<file path="src/rtl/d_mem_req_hold_if.sv">
// Q103H data-memory request bus between core, hold stage and memory decode.
// Carries core request, re-driven memory request, stall/replay flags and stats.
interface d_mem_req_hold_if #(
    parameter int CNT_W = 16
);
    logic             DMemReady;
    logic             CoreReqValidQ103H;
    logic [31:0]      CoreReqAddrQ103H;
    logic [31:0]      CoreReqDataQ103H;
    logic [3:0]       CoreReqByteEnQ103H;
    logic             CoreReqWrEnQ103H;
    logic             CoreReqRdEnQ103H;
    logic             MemReqValidQ103H;
    logic [31:0]      MemReqAddrQ103H;
    logic [31:0]      MemReqDataQ103H;
    logic [3:0]       MemReqByteEnQ103H;
    logic             MemReqWrEnQ103H;
    logic             MemReqRdEnQ103H;
    logic             CoreStall;
    logic             ReplayQ103H;
    logic [CNT_W-1:0] StallCnt;
    logic [CNT_W-1:0] ReplayCnt;
    logic             TimeoutErr;

    modport slave (
        input  DMemReady, CoreReqValidQ103H, CoreReqAddrQ103H, CoreReqDataQ103H,
               CoreReqByteEnQ103H, CoreReqWrEnQ103H, CoreReqRdEnQ103H,
        output MemReqValidQ103H, MemReqAddrQ103H, MemReqDataQ103H, MemReqByteEnQ103H,
               MemReqWrEnQ103H, MemReqRdEnQ103H, CoreStall, ReplayQ103H,
               StallCnt, ReplayCnt, TimeoutErr
    );

    modport master (
        output DMemReady, CoreReqValidQ103H, CoreReqAddrQ103H, CoreReqDataQ103H,
               CoreReqByteEnQ103H, CoreReqWrEnQ103H, CoreReqRdEnQ103H,
        input  MemReqValidQ103H, MemReqAddrQ103H, MemReqDataQ103H, MemReqByteEnQ103H,
               MemReqWrEnQ103H, MemReqRdEnQ103H, CoreStall, ReplayQ103H,
               StallCnt, ReplayCnt, TimeoutErr
    );
endinterface

</file>
<file path="src/rtl/d_mem_req_hold.sv">
// Q103H data-memory request hold/replay: captures a request the memory refuses,
// stalls the core and re-drives the held copy until accepted; watchdog + counters.
module d_mem_req_hold #(
    parameter int TIMEOUT_CYCLES = 256,
    parameter int CNT_W          = 16
) (
    input  logic             i_clk,
    input  logic             i_rst_n,
    d_mem_req_hold_if.slave  bus
);
    typedef enum logic {IDLE, HOLD} state_t;

    typedef struct packed {
        logic [31:0] addr;
        logic [31:0] data;
        logic [3:0]  be;
        logic        wr;
        logic        rd;
    } req_t;

    localparam logic [CNT_W-1:0] CNT_MAX     = '1;
    localparam logic [CNT_W-1:0] CNT_ONE     = CNT_W'(1);
    localparam logic [CNT_W-1:0] TIMEOUT_VAL = CNT_W'(TIMEOUT_CYCLES);

    state_t           r_state, w_state_nxt;
    req_t             r_hold, w_core_req, w_mem_req;
    logic [CNT_W-1:0] r_stall_cnt, w_stall_cnt_nxt, r_replay_cnt;
    logic             r_timeout;
    logic             w_capture, w_mem_valid, w_stall, w_replay;

    assign w_core_req = '{addr: bus.CoreReqAddrQ103H, data: bus.CoreReqDataQ103H,
                          be: bus.CoreReqByteEnQ103H, wr: bus.CoreReqWrEnQ103H,
                          rd: bus.CoreReqRdEnQ103H};

    always_comb begin
        w_state_nxt     = r_state;
        w_stall_cnt_nxt = '0;
        w_capture       = 1'b0;
        w_mem_valid     = bus.CoreReqValidQ103H;
        w_mem_req       = w_core_req;
        w_stall         = 1'b0;
        w_replay        = 1'b0;
        case (r_state)
            IDLE: begin
                if (bus.CoreReqValidQ103H && !bus.DMemReady) begin
                    w_stall         = 1'b1;
                    w_capture       = 1'b1;
                    w_stall_cnt_nxt = CNT_ONE;
                    w_state_nxt     = HOLD;
                end
            end
            HOLD: begin
                // Core inputs are ignored here; the held copy owns the bus
                w_mem_valid = 1'b1;
                w_mem_req   = r_hold;
                w_replay    = 1'b1;
                if (!bus.DMemReady) begin
                    w_stall         = 1'b1;
                    w_stall_cnt_nxt = (r_stall_cnt == CNT_MAX) ? r_stall_cnt
                                                               : r_stall_cnt + CNT_ONE;
                end else begin
                    w_state_nxt = IDLE;
                end
            end
            default: w_state_nxt = IDLE;
        endcase
    end

    always_ff @(posedge i_clk) begin
        if (!i_rst_n) begin
            r_state      <= IDLE;
            r_hold       <= '0;
            r_stall_cnt  <= '0;
            r_replay_cnt <= '0;
            r_timeout    <= 1'b0;
        end else begin
            r_state     <= w_state_nxt;
            r_stall_cnt <= w_stall_cnt_nxt;
            if (w_capture) begin
                r_hold <= w_core_req;
                if (r_replay_cnt != CNT_MAX)
                    r_replay_cnt <= r_replay_cnt + CNT_ONE;
            end
            // Flag rises on the same edge StallCnt reaches the limit
            if (w_state_nxt == HOLD && w_stall_cnt_nxt == TIMEOUT_VAL)
                r_timeout <= 1'b1;
        end
    end

    assign bus.MemReqValidQ103H  = w_mem_valid;
    assign bus.MemReqAddrQ103H   = w_mem_req.addr;
    assign bus.MemReqDataQ103H   = w_mem_req.data;
    assign bus.MemReqByteEnQ103H = w_mem_req.be;
    assign bus.MemReqWrEnQ103H   = w_mem_req.wr;
    assign bus.MemReqRdEnQ103H   = w_mem_req.rd;
    assign bus.CoreStall         = w_stall;
    assign bus.ReplayQ103H       = w_replay;
    assign bus.StallCnt          = r_stall_cnt;
    assign bus.ReplayCnt         = r_replay_cnt;
    assign bus.TimeoutErr        = r_timeout;
endmodule

</file>
<file path="src/flat_wrapper.sv">
// flat-port wrapper written by rule: the top's interface ports become plain ports
module d_mem_req_hold_flat 
#(
    parameter int TIMEOUT_CYCLES = 256,
    parameter int CNT_W          = 16
)
  (i_clk, i_rst_n, bus_DMemReady, bus_CoreReqValidQ103H, bus_CoreReqAddrQ103H, bus_CoreReqDataQ103H, bus_CoreReqByteEnQ103H, bus_CoreReqWrEnQ103H, bus_CoreReqRdEnQ103H, bus_MemReqValidQ103H, bus_MemReqAddrQ103H, bus_MemReqDataQ103H, bus_MemReqByteEnQ103H, bus_MemReqWrEnQ103H, bus_MemReqRdEnQ103H, bus_CoreStall, bus_ReplayQ103H, bus_StallCnt, bus_ReplayCnt, bus_TimeoutErr);
  d_mem_req_hold_if #(.CNT_W(CNT_W)) bus_i ();
  input  logic i_clk;
  input  logic i_rst_n;
  input wire logic [$bits(bus_i.DMemReady)-1:0] bus_DMemReady;
  input wire logic [$bits(bus_i.CoreReqValidQ103H)-1:0] bus_CoreReqValidQ103H;
  input wire logic [$bits(bus_i.CoreReqAddrQ103H)-1:0] bus_CoreReqAddrQ103H;
  input wire logic [$bits(bus_i.CoreReqDataQ103H)-1:0] bus_CoreReqDataQ103H;
  input wire logic [$bits(bus_i.CoreReqByteEnQ103H)-1:0] bus_CoreReqByteEnQ103H;
  input wire logic [$bits(bus_i.CoreReqWrEnQ103H)-1:0] bus_CoreReqWrEnQ103H;
  input wire logic [$bits(bus_i.CoreReqRdEnQ103H)-1:0] bus_CoreReqRdEnQ103H;
  output wire logic [$bits(bus_i.MemReqValidQ103H)-1:0] bus_MemReqValidQ103H;
  output wire logic [$bits(bus_i.MemReqAddrQ103H)-1:0] bus_MemReqAddrQ103H;
  output wire logic [$bits(bus_i.MemReqDataQ103H)-1:0] bus_MemReqDataQ103H;
  output wire logic [$bits(bus_i.MemReqByteEnQ103H)-1:0] bus_MemReqByteEnQ103H;
  output wire logic [$bits(bus_i.MemReqWrEnQ103H)-1:0] bus_MemReqWrEnQ103H;
  output wire logic [$bits(bus_i.MemReqRdEnQ103H)-1:0] bus_MemReqRdEnQ103H;
  output wire logic [$bits(bus_i.CoreStall)-1:0] bus_CoreStall;
  output wire logic [$bits(bus_i.ReplayQ103H)-1:0] bus_ReplayQ103H;
  output wire logic [$bits(bus_i.StallCnt)-1:0] bus_StallCnt;
  output wire logic [$bits(bus_i.ReplayCnt)-1:0] bus_ReplayCnt;
  output wire logic [$bits(bus_i.TimeoutErr)-1:0] bus_TimeoutErr;
  assign bus_i.DMemReady = bus_DMemReady;
  assign bus_i.CoreReqValidQ103H = bus_CoreReqValidQ103H;
  assign bus_i.CoreReqAddrQ103H = bus_CoreReqAddrQ103H;
  assign bus_i.CoreReqDataQ103H = bus_CoreReqDataQ103H;
  assign bus_i.CoreReqByteEnQ103H = bus_CoreReqByteEnQ103H;
  assign bus_i.CoreReqWrEnQ103H = bus_CoreReqWrEnQ103H;
  assign bus_i.CoreReqRdEnQ103H = bus_CoreReqRdEnQ103H;
  assign bus_MemReqValidQ103H = bus_i.MemReqValidQ103H;
  assign bus_MemReqAddrQ103H = bus_i.MemReqAddrQ103H;
  assign bus_MemReqDataQ103H = bus_i.MemReqDataQ103H;
  assign bus_MemReqByteEnQ103H = bus_i.MemReqByteEnQ103H;
  assign bus_MemReqWrEnQ103H = bus_i.MemReqWrEnQ103H;
  assign bus_MemReqRdEnQ103H = bus_i.MemReqRdEnQ103H;
  assign bus_CoreStall = bus_i.CoreStall;
  assign bus_ReplayQ103H = bus_i.ReplayQ103H;
  assign bus_StallCnt = bus_i.StallCnt;
  assign bus_ReplayCnt = bus_i.ReplayCnt;
  assign bus_TimeoutErr = bus_i.TimeoutErr;
  d_mem_req_hold #(.TIMEOUT_CYCLES(TIMEOUT_CYCLES), .CNT_W(CNT_W)) u_core (.i_clk(i_clk), .i_rst_n(i_rst_n), .bus(bus_i));
endmodule
</file>
<file path="config.mk">
export PLATFORM = sky130hd
export DESIGN_NAME = d_mem_req_hold_flat
export DESIGN_NICKNAME = d
export VERILOG_FILES = /design/src/rtl/d_mem_req_hold_if.sv /design/src/rtl/d_mem_req_hold.sv /design/src/flat_wrapper.sv
export SDC_FILE = /design/constraint.sdc
export NUM_CORES = 1
export LEC_CHECK = 0
export CORE_ASPECT_RATIO = 1.75
export CORE_MARGIN = 5
export CORE_UTILIZATION = 35
export CTS_BUF_LIST = sky130_fd_sc_hd__clkbuf_16
export CTS_CLUSTER_SIZE = 28
export DETAILED_ROUTE_END_ITERATION = 10
export DONT_BUFFER_PORTS = 1
export REMOVE_ABC_BUFFERS = 1
export SYNTH_ARGS = -nofsm -noshare
export SYNTH_HDL_FRONTEND = slang
export SYNTH_SLANG_ARGS = --single-unit
export TNS_END_PERCENT = 20
</file>
<file path="constraint.sdc">
create_clock -name i_clk -period 5.6 [get_ports i_clk]
set_input_delay 0.56 -clock i_clk [delete_from_list [all_inputs] [get_ports i_clk]]
set_output_delay 0.56 -clock i_clk [all_outputs]
set_load 0.1 [all_outputs]
</file>
# Word level (Yosys, flattened, before mapping)
# Index checks and enable logic that the tools add are counted.
# W data, S select, Z words.
[word_totals] ff_bits=104 latchBits=0 ram_bits=0 mem_bits_ro=0 inputBits=74 output_inout_bits=106 wordCells=30 mem_count=0
[op_classes] add_sub_neg=2 mul=0 div=0 magnitude_cmp=0 n_eq_ne=3 shift=0 n_mux=11 bitwise=1 reduce_logical=4
[op_table] op="$mux W70" count=1
[op_table] op="$add A16 B1 Y16 const B" count=2
[op_table] op="$mux W16" count=2
[op_table] op="$pmux W16 S2" count=1
[op_table] op="$eq A16 B16 Y1 const B" count=1
[op_table] op="$eq A16 B9 Y1 const B" count=1
[op_table] op="$ne A16 B16 Y1 const B" count=1
[op_table] op="$mux W1" count=6
[op_table] op="$logic_and A1 B1 Y1" count=2
[op_table] op="$pmux W1 S2" count=1
[op_table] op="$reduce_and A2 Y1" count=1
[op_table] op="$logic_not A1 Y1" count=1
[op_table] op="$not A1 Y1" count=1

# Logic depth before layout (Yosys ltp)
# Gate-level depths: netlist of the first run.
[depth] word_depth=6 ltp_mapped=8 depth_no_buf=7

# Worst setup path after synthesis of the first run
# Ideal clock, no wire load.
[synth_timing] path_type="flip-flop to output port" startpoint="register u_core.r_state" endpoint="output port bus_CoreStall" arrival_ns=3.211 slack_ns=1.829 path_stages_with_launch=4 path_cell_list="dfxtp_1 -> clkbuf_1 -> or2_2 -> nor2b_1"
[synth_via] elab_chain_cells=2
[synth_lines] element="start, declared" line="d_mem_req_hold.sv:25" text="state_t r_state, w_state_nxt;"
[synth_lines] element="start signal, assigned" line="d_mem_req_hold.sv:77" text="r_state <= w_state_nxt;"
[synth_lines] element="$not A1 Y1" line="d_mem_req_hold.sv:43" text="case (r_state)"
[synth_lines] element="$pmux W1 S2 *" line="d_mem_req_hold.sv:43"
[synth_lines] element="end, declared" line="flat_wrapper.sv:24" text="output wire logic [$bits(bus_i.CoreStall)-1:0] bus_CoreStall;"
# Every way passes the cells marked *; elsewhere a longest branch is shown, timed or not.

# Final worst setup path of the first run
[layout_timing] startpoint="register u_core.r_stall_cnt[10] (netlist: u_core.bus.StallCnt[10])" endpoint="register u_core.r_timeout (netlist: u_core.bus.TimeoutErr)"
[layout_via] elab_chain_cells=6 word_cells_on_any_way=7 cone_classes="add/sub (1); eq/ne (2); mux (3); reduce/logical (1)"
[layout_lines] element="start, declared" line="d_mem_req_hold.sv:27" text="logic [CNT_W-1:0] r_stall_cnt, w_stall_cnt_nxt, r_replay_cnt;"
[layout_lines] element="start signal, assigned" line="d_mem_req_hold.sv:78" text="r_stall_cnt <= w_stall_cnt_nxt;"
[layout_lines] element="$add A16 B1 Y16 or $eq A16 B16 Y1 (tied branches)" line="d_mem_req_hold.sv:60, d_mem_req_hold.sv:59"
[layout_lines] element="$mux W16 *" line="d_mem_req_hold.sv:59" text="w_stall_cnt_nxt = (r_stall_cnt == CNT_MAX) ? r_stall_cnt"
[layout_lines] element="$mux W16 *" line="d_mem_req_hold.sv:57" text="if (!bus.DMemReady) begin"
[layout_lines] element="$pmux W16 S2 *" line="d_mem_req_hold.sv:43"
[layout_lines] element="$eq A16 B9 Y1 *" line="d_mem_req_hold.sv:85" text="if (w_state_nxt == HOLD && w_stall_cnt_nxt == TIMEOUT_VAL)"
[layout_lines] element="$logic_and A1 B1 Y1 *" line="d_mem_req_hold.sv:85"
[layout_lines] element="end signal, assigned" line="d_mem_req_hold.sv:75" text="r_timeout <= 1'b0;"
[layout_lines] element="end signal, assigned" line="d_mem_req_hold.sv:86" text="r_timeout <= 1'b1;"
[layout_lines] element="end, declared" line="d_mem_req_hold.sv:28" text="logic r_timeout;"
# Marked as above.
# A chain may end at the register's enable or synchronous reset.

==> results of run 1 <==
==> state kept, by name, summed over array words and instances, names as in the netlist <==
register and cells:
u_core.r_state 1, u_core.bus.StallCnt 16, u_core.bus.TimeoutErr 1, u_core.bus.ReplayCnt 16, u_core.r_hold 70
==> metrics by stage <==
stage | hold WS (ps) | setup WS, ps | util | power [µW]
6_report | 348 | 2460 | 0.387 | 1810
2_1_floorplan | 440 | 368 | - | 1190
4_1_cts | 327 | 2480 | 0.387 | 1840
3_3_place_gp | 446 | 2560 | 0.367 | 1210
5_1_grt | 335 | 2280 | 0.387 | 1880
3_5_place_dp | 456 | 2490 | 0.367 | 1220
==> area by class of cell <==
class | instances | area [µm²] | share of cell area
Inverter | 6 | 22.5 | 0.00403
Timing Repair Buffer | 10 | 75.1 | 0.0134
Clock buffer | 9 | 225 | 0.0403
Sequential cell | 104 | 2090 | 0.373
Clock inverter | 7 | 65.1 | 0.0116
Multi-Input combinational cell | 447 | 2890 | 0.517
Tap cell | 180 | 225 | 0.0403
==> logic make-up after synthesis <==
group / count (synthesis) / share of synthesized area
flops: 104 / 0.404
xor+xnor: 23 / 0.0391
compound gates: 90 / 0.128
simple gates: 259 / 0.228
mux: 73 / 0.159
buf+inv: 45 / 0.0364
fa+ha+maj: 2 / 0.00486
==> worst max-delay path, stage by stage (launching register included) <==
cell and delay, ps:
sky130_fd_sc_hd__dfxtp_1 1080, sky130_fd_sc_hd__nand4_1 460, sky130_fd_sc_hd__or4_1 780, sky130_fd_sc_hd__nand3_2 150, sky130_fd_sc_hd__xor2_1 240, sky130_fd_sc_hd__nand4_1 160, sky130_fd_sc_hd__o31ai_2 180
==> worst max path at each step <==
stage / depth (start not counted) / start / slack [ps] / endpoint
finish: 6 / u_core.bus.StallCnt[10]$_SDFF_PN0_ / 2460 / u_core.bus.TimeoutErr$_SDFFE_PN0P_
CTS: 6 / u_core.bus.StallCnt[10]$_SDFF_PN0_ / 2480 / u_core.bus.TimeoutErr$_SDFFE_PN0P_
global placement: 6 / u_core.bus.StallCnt[10]$_SDFF_PN0_ / 2560 / u_core.bus.TimeoutErr$_SDFFE_PN0P_
global route: 6 / u_core.bus.StallCnt[10]$_SDFF_PN0_ / 2280 / u_core.bus.TimeoutErr$_SDFFE_PN0P_
floorplan: 2 / u_core.r_state$_SDFF_PN0_ / 370 / bus_CoreStall
detailed placement: 6 / u_core.bus.StallCnt[10]$_SDFF_PN0_ / 2490 / u_core.bus.TimeoutErr$_SDFFE_PN0P_
==> where the power goes <==
part / leakage [µW] / switching [µW] / internal [µW]
logic: 0.000939 / 348 / 61.8
clock network: 0.000142 / 269 / 343
registers: 0.000847 / 22.7 / 764
==> per-layer routing <==
| metal | wire, µm | global-route usage | share of wire | vias to the layer above |
|---|---|---|---|---|
| met1 | 4550 | 0.149 | 0.35 | 1890 |
| met2 | 7180 | 0.279 | 0.56 | 137 |
| met3 | 828 | 0.0373 | 0.064 | 18 |
| li1 | - | - | - | 1989 |
| met4 | 314 | 0.0596 | 0.024 | 0 |
| met5 | 0 | 0 | 0 | - |
==> cells in the final DEF (no fill, tap or decap), types with 2 or more instances in the layout <==
cell and instances:
sky130_fd_sc_hd__inv_1 8, sky130_fd_sc_hd__mux2i_1 3, sky130_fd_sc_hd__nand3_1 13, sky130_fd_sc_hd__dfxtp_1 103
sky130_fd_sc_hd__ha_1 2, sky130_fd_sc_hd__mux2_2 70, sky130_fd_sc_hd__xor2_1 13, sky130_fd_sc_hd__clkbuf_16 9
sky130_fd_sc_hd__a21boi_1 5, sky130_fd_sc_hd__a31oi_1 4, sky130_fd_sc_hd__buf_4 10, sky130_fd_sc_hd__nor2b_1 3
sky130_fd_sc_hd__nand2_1 157, sky130_fd_sc_hd__clkinvlp_4 2, sky130_fd_sc_hd__o21ai_0 6, sky130_fd_sc_hd__or4_1 3
sky130_fd_sc_hd__a21boi_0 70, sky130_fd_sc_hd__nand3_2 2, sky130_fd_sc_hd__nor2_1 24, sky130_fd_sc_hd__a21oi_1 2
sky130_fd_sc_hd__and2_1 13, sky130_fd_sc_hd__nand4_1 11, sky130_fd_sc_hd__nor4_1 4, sky130_fd_sc_hd__and3_1 5
sky130_fd_sc_hd__or2_2 2, sky130_fd_sc_hd__xnor2_1 10, sky130_fd_sc_hd__nor3_1 9, sky130_fd_sc_hd__or3_1 4
==> impl_metrics.sql, run 1 <==
INSERT INTO impl_metrics (metric_group, metric, value, unit) VALUES
('outcome', 'outcome', 'complete, no violations', ''),
('drt', 'postRouteAntennaNets', '0', ''),
('die', 'std_cell_rows', '58', ''),
('global_route', 'grt_pass1_wl', '20.6', 'mm'),
('global_route', 'grt_pass1_vias', '4142', ''),
('timing', 'finalClockSkew', '11.3', 'ps'),
('finish', 'synthToLayoutAreaGrowth', '8.45', '%'),
('cts', 'cts-htree-levels', '3', ''),
('die', 'floorplan.core_area', '0.0144', 'mm²'),
('finish', 'instances_no_fill', '763', ''),
('yosys', 'synth_top_cell_area_share', '0.404', ''),
('min_path', 'timing.hold.worst_path_depth', '1', ''),
('min_path', 'min_to', 'u_core.bus.ReplayCnt[3]$_SDFFE_PN0P_', ''),
('cts', 'clk_pin_slew_worst_paths', '70', 'ps'),
('global_route', 'grt-ovfl-total', '0', ''),
('yosys', 'synth.distinct_cells', '38', ''),
('critical_path', 'worstSetupPathType', 'reg2reg', ''),
('yosys', 'mappedNetlistArea', '0.00515', 'mm²'),
('yosys', 'biggest_area_contributors_in_the_synthesized_netlist', 'sky130_fd_sc_hd__dfxtp_1 (40%), sky130_fd_sc_hd__mux2_2 (15%), sky130_fd_sc_hd__nand2_1 (12%)', ''),
('placement', 'io_buffers', '0', ''),
('drt', 'vias_per_cell', '5.29', ''),
('finish', 'design.final.nets', '654', ''),
('critical_path', 'worstReg2RegStart', 'u_core.bus.StallCnt[10]$_SDFF_PN0_', ''),
('yosys', 'async_flop_share', '0', ''),
('timing', 'setup_tns', '0', 'ps'),
('placement', 'place.detailed.hpwl', '9.43', 'mm'),
('critical_path', 'worst_r2r_endpoint', 'u_core.bus.TimeoutErr$_SDFFE_PN0P_', ''),
('yosys', 'proportion_of_synthesized_chip_area_in_sequential_cells', '0.404', ''),
('cts', 'holdBufCountCts', '0', ''),
('critical_path', 'timing.critical_path.from_type', 'register', ''),
('die', 'initial_cell_density_of_the_core', '0.357', ''),
('cts', 'clock_latency', '340', 'ps'),
('finish', 'post_route_cells_drive_above_1_share', '0.178', ''),
('timing', 'finalMaxSlewViolations', '0', ''),
('finish', 'layout.filler_cells', '1476', ''),
('critical_path', 'r2r.worst_path.cells', '6', ''),
('placement', 'gp_routability_congestion', '0.886', ''),
('yosys', 'synth_most_common_cell', 'sky130_fd_sc_hd__nand2_1', ''),
('global_route', 'grt.total_usage', '0.147', ''),
('placement', 'post_dp_cell_area', '0.00530', 'mm²'),
('min_path', 'worstHoldPathType', 'in2reg', ''),
('drt', 'vias', '4034', ''),
('die', 'top_level_ports', '180', ''),
('drt', 'first_pass_iters', '4', ''),
('finish', 'n_antenna_cell', '0', ''),
('critical_path', 'cp-end-kind', 'register', ''),
('critical_path', 'timing.critical_path.fanout_max', '8', ''),
('timing', 'grt_setup_unrepaired', 'no', ''),
('cts', 'clk_root_buffer_cell', 'sky130_fd_sc_hd__clkbuf_16', ''),
('min_path', 'hold_path.startpoint', 'i_rst_n', ''),
('power', 'vdd_drop_max', '0.136', 'mV'),
('yosys', 'yosys_warnings', '0', ''),
('drt', 'wl_per_cell', '16.9', 'µm'),
('run', 'maxCapViolCount', '0', ''),
('critical_path', 'cp.arrival', '3390', 'ps'),
('finish', 'final_cell_area', '0.00559', 'mm²'),
('yosys', 'prevailing_post_synth_register_cell', 'sky130_fd_sc_hd__dfxtp_1', ''),
('drt', 'dr.first_iter.drc_count', '130', ''),
('timing', 'finalCritPeriodShare', '0.561', ''),
('yosys', 'syn-instance-count', '596', ''),
('placement', 'place.detailed.instances', '747', ''),
('drt', 'finalWirelength', '12.9', 'mm'),
('drt', 'drcViolationCount', '0', ''),
('die', 'fp.dieW', '102', 'µm'),
('cts', 'cts_sinks', '104', ''),
('power', 'leakage', '0.00193', 'µW'),
('timing', 'relSlewSlack', '0.193', ''),
('cts', 'tritoncts_clock_tree', 'built', ''),
('die', 'die_area', '0.0173', 'mm²'),
('yosys', 'synthTopCellsByCount', 'sky130_fd_sc_hd__nand2_1 (158), sky130_fd_sc_hd__dfxtp_1 (104), sky130_fd_sc_hd__a21boi_0 (70), sky130_fd_sc_hd__mux2_2 (70), sky130_fd_sc_hd__clkbuf_1 (33)', ''),
('timing', 'setup_viol', '0', '');
Power figures use the tool's default switching activity.
==> inputs of run 2 (changes only) <==
==> constraint.sdc (replaced) <==
create_clock -name i_clk -period 2.8 [get_ports i_clk]
set_input_delay 0.28 -clock i_clk [delete_from_list [all_inputs] [get_ports i_clk]]
set_output_delay 0.28 -clock i_clk [all_outputs]
set_load 0.1 [all_outputs]
==> run 2 against run 1 <==
Compared with the run above: clock power increased by 90%; non-clock buffer count increased by 28; clock-buffer cell count unchanged; critical endpoint unchanged; largest power group unchanged; highest routed layer unchanged.
==> impl_metrics.sql, run 2 (same netlist as run 1, synthesis figures left out) <==
INSERT INTO impl_metrics (metric_group, metric, value, unit) VALUES
('power', 'vdd_drop_max', '0.334', 'mV'),
('timing', 'finalMaxSlewViolations', '0', ''),
('timing', 'finalCriticalPeriod', '2340', 'ps'),
('critical_path', 'timing.critical_path.fanout_max', '8', ''),
('cts', 'cts_made_buffers', '9', ''),
('finish', 'layout.cells.most_common_list', 'sky130_fd_sc_hd__nand2_1 (157), sky130_fd_sc_hd__dfxtp_1 (103), sky130_fd_sc_hd__mux2_2 (70), sky130_fd_sc_hd__a21boi_0 (70), sky130_fd_sc_hd__buf_4 (37)', ''),
('critical_path', 'crit_path_frequent_cell', 'sky130_fd_sc_hd__nand4_1', ''),
('outcome', 'outcome', 'complete, no violations', ''),
('cts', 'postCtsResizedCells', '0', ''),
('power', 'finalPower', '3560', 'µW'),
('critical_path', 'crit_path_top_delay_cell', 'sky130_fd_sc_hd__or4_1', ''),
('global_route', 'grt-ovfl-total', '0', ''),
('cts', 'clk_pin_slew_worst_paths', '80', 'ps'),
('critical_path', 'worst-path-stages', '7', ''),
('power', 'power_density', '615', 'mW/mm²'),
('run', 'maxCapViolCount', '0', ''),
('die', 'top_level_ports', '180', ''),
('finish', 'max_flop_register', 'u_core.r_hold', ''),
('critical_path', 'setup.worst_path.end', 'u_core.bus.TimeoutErr$_SDFFE_PN0P_', ''),
('die', 'die_h', '170', 'µm'),
('timing', 'relSlewSlack', '0.314', ''),
('die', 'fp.dieW', '102', 'µm'),
('cts', 'holdBufCountCts', '0', ''),
('placement', 'io_buffers', '0', ''),
('placement', 'gp_routability_congestion', '0.839', ''),
('drt', 'first_pass_iters', '4', ''),
('timing', 'final.setup.worst_slack', '459', 'ps'),
('finish', 'post_route_cells_drive_above_1_share', '0.218', ''),
('critical_path', 'r2r.worst_path.cells', '7', ''),
('timing', 'finalClockSkew', '13.8', 'ps'),
('global_route', 'grt_pass1_wl', '21.2', 'mm'),
('finish', 'mostFrequentLayoutCell', 'sky130_fd_sc_hd__nand2_1', ''),
('critical_path', 'path_cells', 'ha_1, nand4_1, or4_1, nand3_2, xor2_1, nand4_1, o31ai_2', ''),
('timing', 'setup_viol', '0', ''),
('die', 'std_cell_rows', '58', ''),
('cts', 'clk_root_buffer_cell', 'sky130_fd_sc_hd__clkbuf_16', ''),
('global_route', 'grt_max_degree', '90', ''),
('critical_path', 'worstSetupPathType', 'reg2reg', ''),
('drt', 'vias', '4131', ''),
('die', 'floorplan.core_area', '0.0144', 'mm²'),
('timing', 'max_freq', '0.427', 'GHz'),
('cts', 'post-cts-setup-buffer-count', '0', ''),
('die', 'die_area', '0.0173', 'mm²'),
('timing', 'endpoints_failing_hold', '0', ''),
('finish', 'design.final.nets', '682', ''),
('drt', 'postRouteAntennaNets', '0', ''),
('finish', 'number_of_flip_flops_under_the_largest_register_name', '70', ''),
('critical_path', 'critPathBufInv', '0', ''),
('drt', 'vias_per_cell', '5.22', ''),
('drt', 'dr.first_iter.drc_count', '161', ''),
('die', 'initial_cell_density_of_the_core', '0.357', ''),
('placement', 'dp_slack', '521', 'ps'),
('power', 'pwr-share-seq', '0.436', ''),
('critical_path', 'r2r_setup_slack', '460', 'ps'),
('power', 'power.switching', '1300', 'µW'),
('placement', 'post_dp_cell_area', '0.00552', 'mm²'),
('finish', 'layout.filler_cells', '1428', ''),
('critical_path', 'worst_path_dominant_cell_family', 'simple AND/OR/NAND/NOR gates', ''),
('finish', 'multiInputGateArea', '0.00289', 'mm²'),
('finish', 'synthToLayoutAreaGrowth', '12.5', '%'),
('critical_path', 'critical_path.startpoint', 'u_core.bus.StallCnt[0]$_SDFF_PN0_', ''),
('critical_path', 'max_stage_delay', '610', 'ps'),
('power', 'power.internal', '2260', 'µW'),
('critical_path', 'cp.arrival', '2600', 'ps'),
('power', 'leakage', '0.00207', 'µW'),
('power', 'clkPwrFrac', '0.326', ''),
('critical_path', 'cp-end-kind', 'register', ''),
('cts', 'cts-htree-levels', '3', ''),
('finish', 'n_antenna_cell', '0', ''),
('timing', 'hold_slack', '67.9', 'ps'),
('drt', 'wl_per_cell', '16.9', 'µm'),
('power', 'sw_frac_of_total', '0.366', ''),
('critical_path', 'timing.critical_path.from_type', 'register', ''),
('cts', 'clock_latency', '340', 'ps'),
('critical_path', 'worst-endpoint-required', '3060', 'ps'),
('critical_path', 'worst_r2r_endpoint', 'u_core.bus.TimeoutErr$_SDFFE_PN0P_', ''),
('global_route', 'antenna_found_initial', '0', ''),
('finish', 'final_cell_area', '0.00579', 'mm²'),
('drt', 'drcViolationCount', '0', ''),
('cts', 'cts_sinks', '104', ''),
('cts', 'clock_path_buffers', '2', ''),
('timing', 'max_slew.worst_pin.slew', '1030', 'ps'),
('global_route', 'grt_pass1_vias', '4270', ''),
('power', 'comb_power_share', '0.238', ''),
('finish', 'seq_area', '0.00209', 'mm²'),
('global_route', 'grt.total_usage', '0.153', ''),
('timing', 'grt_setup_unrepaired', 'no', ''),
('placement', 'place.detailed.hpwl', '9.87', 'mm'),
('drt', 'finalWirelength', '13.4', 'mm'),
('cts', 'tritoncts_clock_tree', 'built', ''),
('critical_path', 'worstReg2RegStart', 'u_core.bus.StallCnt[0]$_SDFF_PN0_', ''),
('timing', 'finalCritPeriodShare', '0.836', ''),
('min_path', 'worstHoldPathType', 'in2reg', '');
-- run 2: cell count changes in the layout (fill, tap and decap cells not counted) --
cell | previous run | this run
sky130_fd_sc_hd__clkinv_1 | 1 | 0
sky130_fd_sc_hd__bufinv_16 | 1 | 0
sky130_fd_sc_hd__clkinv_4 | 1 | 2
sky130_fd_sc_hd__buf_4 | 10 | 37
sky130_fd_sc_hd__inv_6 | 0 | 1
sky130_fd_sc_hd__buf_12 | 0 | 1
-- run 2: metrics by stage --
| step | TNS [ps] | util | instances |
|---|---|---|---|
| finish | 0 | 0.401 | 791 |
| global route | 0 | 0.401 | 791 |
| CTS | 0 | 0.401 | 791 |
| detailed placement | 0 | 0.382 | 775 |
| global placement | 0 | 0.382 | 775 |
| floorplan | -197810 | - | 557 |
-- run 2: worst min path at each step --
stage / startpoint / to / slack (ps) / cells past startpoint
floorplan: i_rst_n / u_core.bus.ReplayCnt[0]$_SDFFE_PN0P_ / 400 / 1
global placement: i_rst_n / u_core.bus.ReplayCnt[5]$_SDFFE_PN0P_ / 410 / 1
detailed placement: i_rst_n / u_core.bus.ReplayCnt[5]$_SDFFE_PN0P_ / 410 / 1
CTS: i_rst_n / u_core.bus.ReplayCnt[6]$_SDFFE_PN0P_ / 50 / 1
global route: i_rst_n / u_core.bus.ReplayCnt[7]$_SDFFE_PN0P_ / 40 / 1
finish: i_rst_n / u_core.bus.ReplayCnt[5]$_SDFFE_PN0P_ / 70 / 1
-- run 2: per-layer routing --
metal | track usage | up-vias | part of all wire
met5 | 0 | - | 0
met4 | 0.0584 | 0 | 0.022
li1 | - | 2041 | -
met2 | 0.295 | 129 | 0.56
met3 | 0.0377 | 17 | 0.062
met1 | 0.153 | 1944 | 0.36
-- run 2: power groups by stage --
| stage | Combinational [µW] | Sequential [µW] | Clock (µW) |
|---|---|---|---|
| floorplan | 763 | 1620 | 0 |
| global placement | 849 | 1590 | 0 |
| CTS | 855 | 1550 | 1210 |
| finish | 848 | 1550 | 1160 |
| detailed placement | 855 | 1590 | 0 |
| global route | 876 | 1560 | 1270 |
-- run 2: final cells by class --
cell class,count,share of cell area
clock buffers,9,0.0389
clock inverters,7,0.00842
inverters,6,0.00389
multi-input cells,447,0.498
flip-flops and latches,104,0.360
well taps,180,0.0389
repair buffers,38,0.0514
==> inputs of run 3 (changes only) <==
==> constraint.sdc (replaced) <==
create_clock -name i_clk -period 2.2 [get_ports i_clk]
set_input_delay 0.22 -clock i_clk [delete_from_list [all_inputs] [get_ports i_clk]]
set_output_delay 0.22 -clock i_clk [all_outputs]
set_load 0.1 [all_outputs]
==> run 3 against run 2 <==
Compared with the run above: core utilization increased by 0.60 points; highest routed layer unchanged; combinational power increased by 29%; worst setup slack got worse by 320 ps; critical path type is now reg2out; largest power group unchanged; non-clock buffer count increased by 8; total power increased by 30%.
==> impl_metrics.sql, run 3 (same netlist as run 1, synthesis figures left out) <==
INSERT INTO impl_metrics (metric_group, metric, value, unit) VALUES
('drt', 'vias_per_cell', '5.18', ''),
('cts', 'cts_sinks', '104', ''),
('die', 'die_area', '0.0173', 'mm²'),
('run', 'maxCapViolCount', '0', ''),
('timing', 'finalCriticalPeriod', '2060', 'ps'),
('min_path', 'worstHoldPathType', 'in2reg', ''),
('critical_path', 'timing.critical_path.fanout_max', '67', ''),
('drt', 'dr.first_iter.drc_count', '89', ''),
('global_route', 'groute.layer.met2.usage', '0.286', ''),
('global_route', 'grt_most_used_layer', 'met2', ''),
('cts', 'clock_path_buffers', '2', ''),
('timing', 'max_slew.worst_pin.slew', '535', 'ps'),
('drt', 'first_pass_iters', '4', ''),
('cts', 'clk_pin_slew_worst_paths', '70', 'ps'),
('placement', 'place.detailed.hpwl', '9.77', 'mm'),
('timing', 'finalCritPeriodShare', '0.935', ''),
('critical_path', 'timing.critical_path.from_type', 'register', ''),
('die', 'std_cell_rows', '58', ''),
('timing', 'setup_viol', '0', ''),
('global_route', 'gr-usage-met3', '0.0381', ''),
('global_route', 'grt.total_usage', '0.148', ''),
('finish', 'post_route_cells_drive_above_1_share', '0.225', ''),
('finish', 'layout.cells.most_common_list', 'sky130_fd_sc_hd__nand2_1 (157), sky130_fd_sc_hd__dfxtp_1 (103), sky130_fd_sc_hd__mux2_2 (70), sky130_fd_sc_hd__a21boi_0 (70), sky130_fd_sc_hd__buf_4 (43)', ''),
('critical_path', 'worst-endpoint-required', '1980', 'ps'),
('die', 'initial_cell_density_of_the_core', '0.357', ''),
('critical_path', 'cp-end-kind', 'output pin', ''),
('global_route', 'grt_max_degree', '81', ''),
('critical_path', 'r2r_setup_slack', '180', 'ps'),
('finish', 'instances_no_fill', '798', ''),
('min_path', 'hold_path.startpoint', 'bus_CoreReqAddrQ103H[26]', ''),
('min_path', 'timing.hold.worst_path_depth', '2', ''),
('power', 'power_density', '787', 'mW/mm²'),
('timing', 'grt_setup_unrepaired', 'no', ''),
('cts', 'cts-htree-levels', '3', ''),
('timing', 'final.setup.worst_slack', '144', 'ps'),
('finish', 'max_flop_register', 'u_core.r_hold', ''),
('critical_path', 'path_cells', 'buf_12, mux2_2', ''),
('die', 'floorplan.core_area', '0.0144', 'mm²'),
('finish', 'n_antenna_cell', '0', ''),
('timing', 'max_freq', '0.486', 'GHz'),
('die', 'fp.dieW', '102', 'µm'),
('placement', 'gp_routability_congestion', '0.834', ''),
('timing', 'endpoints_failing_hold', '0', ''),
('critical_path', 'max_stage_delay', '620', 'ps'),
('global_route', 'grt_pass1_vias', '4340', ''),
('critical_path', 'worstSetupPathType', 'reg2out', ''),
('global_route', 'grt_util_met1', '0.143', ''),
('cts', 'tritoncts_clock_tree', 'built', ''),
('finish', 'number_of_flip_flops_under_the_largest_register_name', '70', ''),
('die', 'die_h', '170', 'µm'),
('critical_path', 'cp.arrival', '1840', 'ps'),
('finish', 'design.final.nets', '690', ''),
('drt', 'finalWirelength', '13.1', 'mm'),
('critical_path', 'r2r.worst_path.cells', '6', ''),
('timing', 'finalClockSkew', '8.34', 'ps'),
('timing', 'relSlewSlack', '0.645', ''),
('global_route', 'grt_pass1_wl', '20.7', 'mm'),
('drt', 'vias', '4131', ''),
('finish', 'synthToLayoutAreaGrowth', '14.1', '%'),
('global_route', 'grt-ovfl-total', '0', ''),
('die', 'top_level_ports', '180', ''),
('critical_path', 'worstReg2RegStart', 'u_core.bus.StallCnt[5]$_SDFF_PN0_', ''),
('critical_path', 'worst_r2r_endpoint', 'u_core.bus.TimeoutErr$_SDFFE_PN0P_', ''),
('placement', 'io_buffers', '0', ''),
('critical_path', 'worst_path_dominant_cell_family', 'multiplexers', ''),
('critical_path', 'critPathBufInv', '1', ''),
('power', 'vdd_drop_max', '0.351', 'mV'),
('drt', 'wl_per_cell', '16.4', 'µm'),
('cts', 'clk_root_buffer_cell', 'sky130_fd_sc_hd__clkbuf_16', ''),
('drt', 'drcViolationCount', '0', ''),
('cts', 'cts_made_buffers', '9', ''),
('cts', 'clock_latency', '340', 'ps'),
('timing', 'finalMaxSlewViolations', '0', ''),
('drt', 'postRouteAntennaNets', '0', ''),
('power', 'leakage', '0.00212', 'µW'),
('global_route', 'antenna_found_initial', '0', ''),
('critical_path', 'crit_path_top_delay_cell', 'sky130_fd_sc_hd__mux2_2', ''),
('placement', 'place.detailed.instances', '782', ''),
('placement', 'dp_slack', '203', 'ps'),
('finish', 'mostFrequentLayoutCell', 'sky130_fd_sc_hd__nand2_1', ''),
('min_path', 'min_to', 'u_core.r_hold[64]$_SDFFE_PN0P_', ''),
('outcome', 'outcome', 'complete, no violations', '');
==> run 3: changes by cell type in the layout (fill, tap and decap cells not counted), sizes merged <==
cell and delta:
buf +7, bufinv +1, clkinv -1, clkinvlp -1, dlygate4sd3 +1
==> run 3: how the worst max path moves through the flow <==
stage                     depth (start not counted)                         startpoint                                  to  slack, ps
after global placement                            6  u_core.bus.StallCnt[3]$_SDFF_PN0_  u_core.bus.TimeoutErr$_SDFFE_PN0P_        240
after CTS                                         4          u_core.r_state$_SDFF_PN0_                       bus_CoreStall        130
final                                             2          u_core.r_state$_SDFF_PN0_                 bus_MemReqWrEnQ103H        140
after detailed placement                          6  u_core.bus.StallCnt[5]$_SDFF_PN0_  u_core.bus.TimeoutErr$_SDFFE_PN0P_        200
after global routing                              6  u_core.bus.StallCnt[3]$_SDFF_PN0_  u_core.bus.TimeoutErr$_SDFFE_PN0P_         30
after floorplan                                   4          u_core.r_state$_SDFF_PN0_   u_core.bus.StallCnt[0]$_SDFF_PN0_      -2980
==> run 3: cell type report <==
cell class / instances / area [µm²]
repair buffers: 46 / 373
inverters: 6 / 22.5
fillers: 1467 / 8560
clock inverters: 6 / 60.1
clock buffers: 9 / 225
multi-input cells: 447 / 2890
flip-flops and latches: 104 / 2090
well taps: 180 / 225
==> run 3: what timing repair did <==
action	in CTS	in global routing
hold buffers	1	0
gates resized for setup	0	0
endpoints found under the hold margin	10	0
buffers inserted	0	0
==> run 3: per-stage QoR <==
stage               hold slack (ps)  setup TNS (ps)  instance area, µm²  power, µW   util
floorplan                       342         -299590                4990       3030      -
global placement                352               0                5580       3100  0.387
detailed placement              356               0                5580       3110  0.387
CTS                           0.292               0                5880       4710  0.407
global route                   11.6               0                5880       4810  0.407
finish                         18.8               0                5880       4630  0.407
==> run 3: report_power, final <==
group | internal (µW) | leakage, µW | total [µW] | switching (µW)
Sequential | 1940 | 0.000847 | 1980 | 34.2
Clock | 874 | 0.000141 | 1560 | 691
Combinational | 171 | 0.00114 | 1090 | 915
==> run 3: metal layers <==
layer | share of wire | vias up
met2 | 0.56 | 124
met3 | 0.066 | 20
met4 | 0.025 | 0
met1 | 0.34 | 1933
li1 | - | 2054
met5 | 0 | -
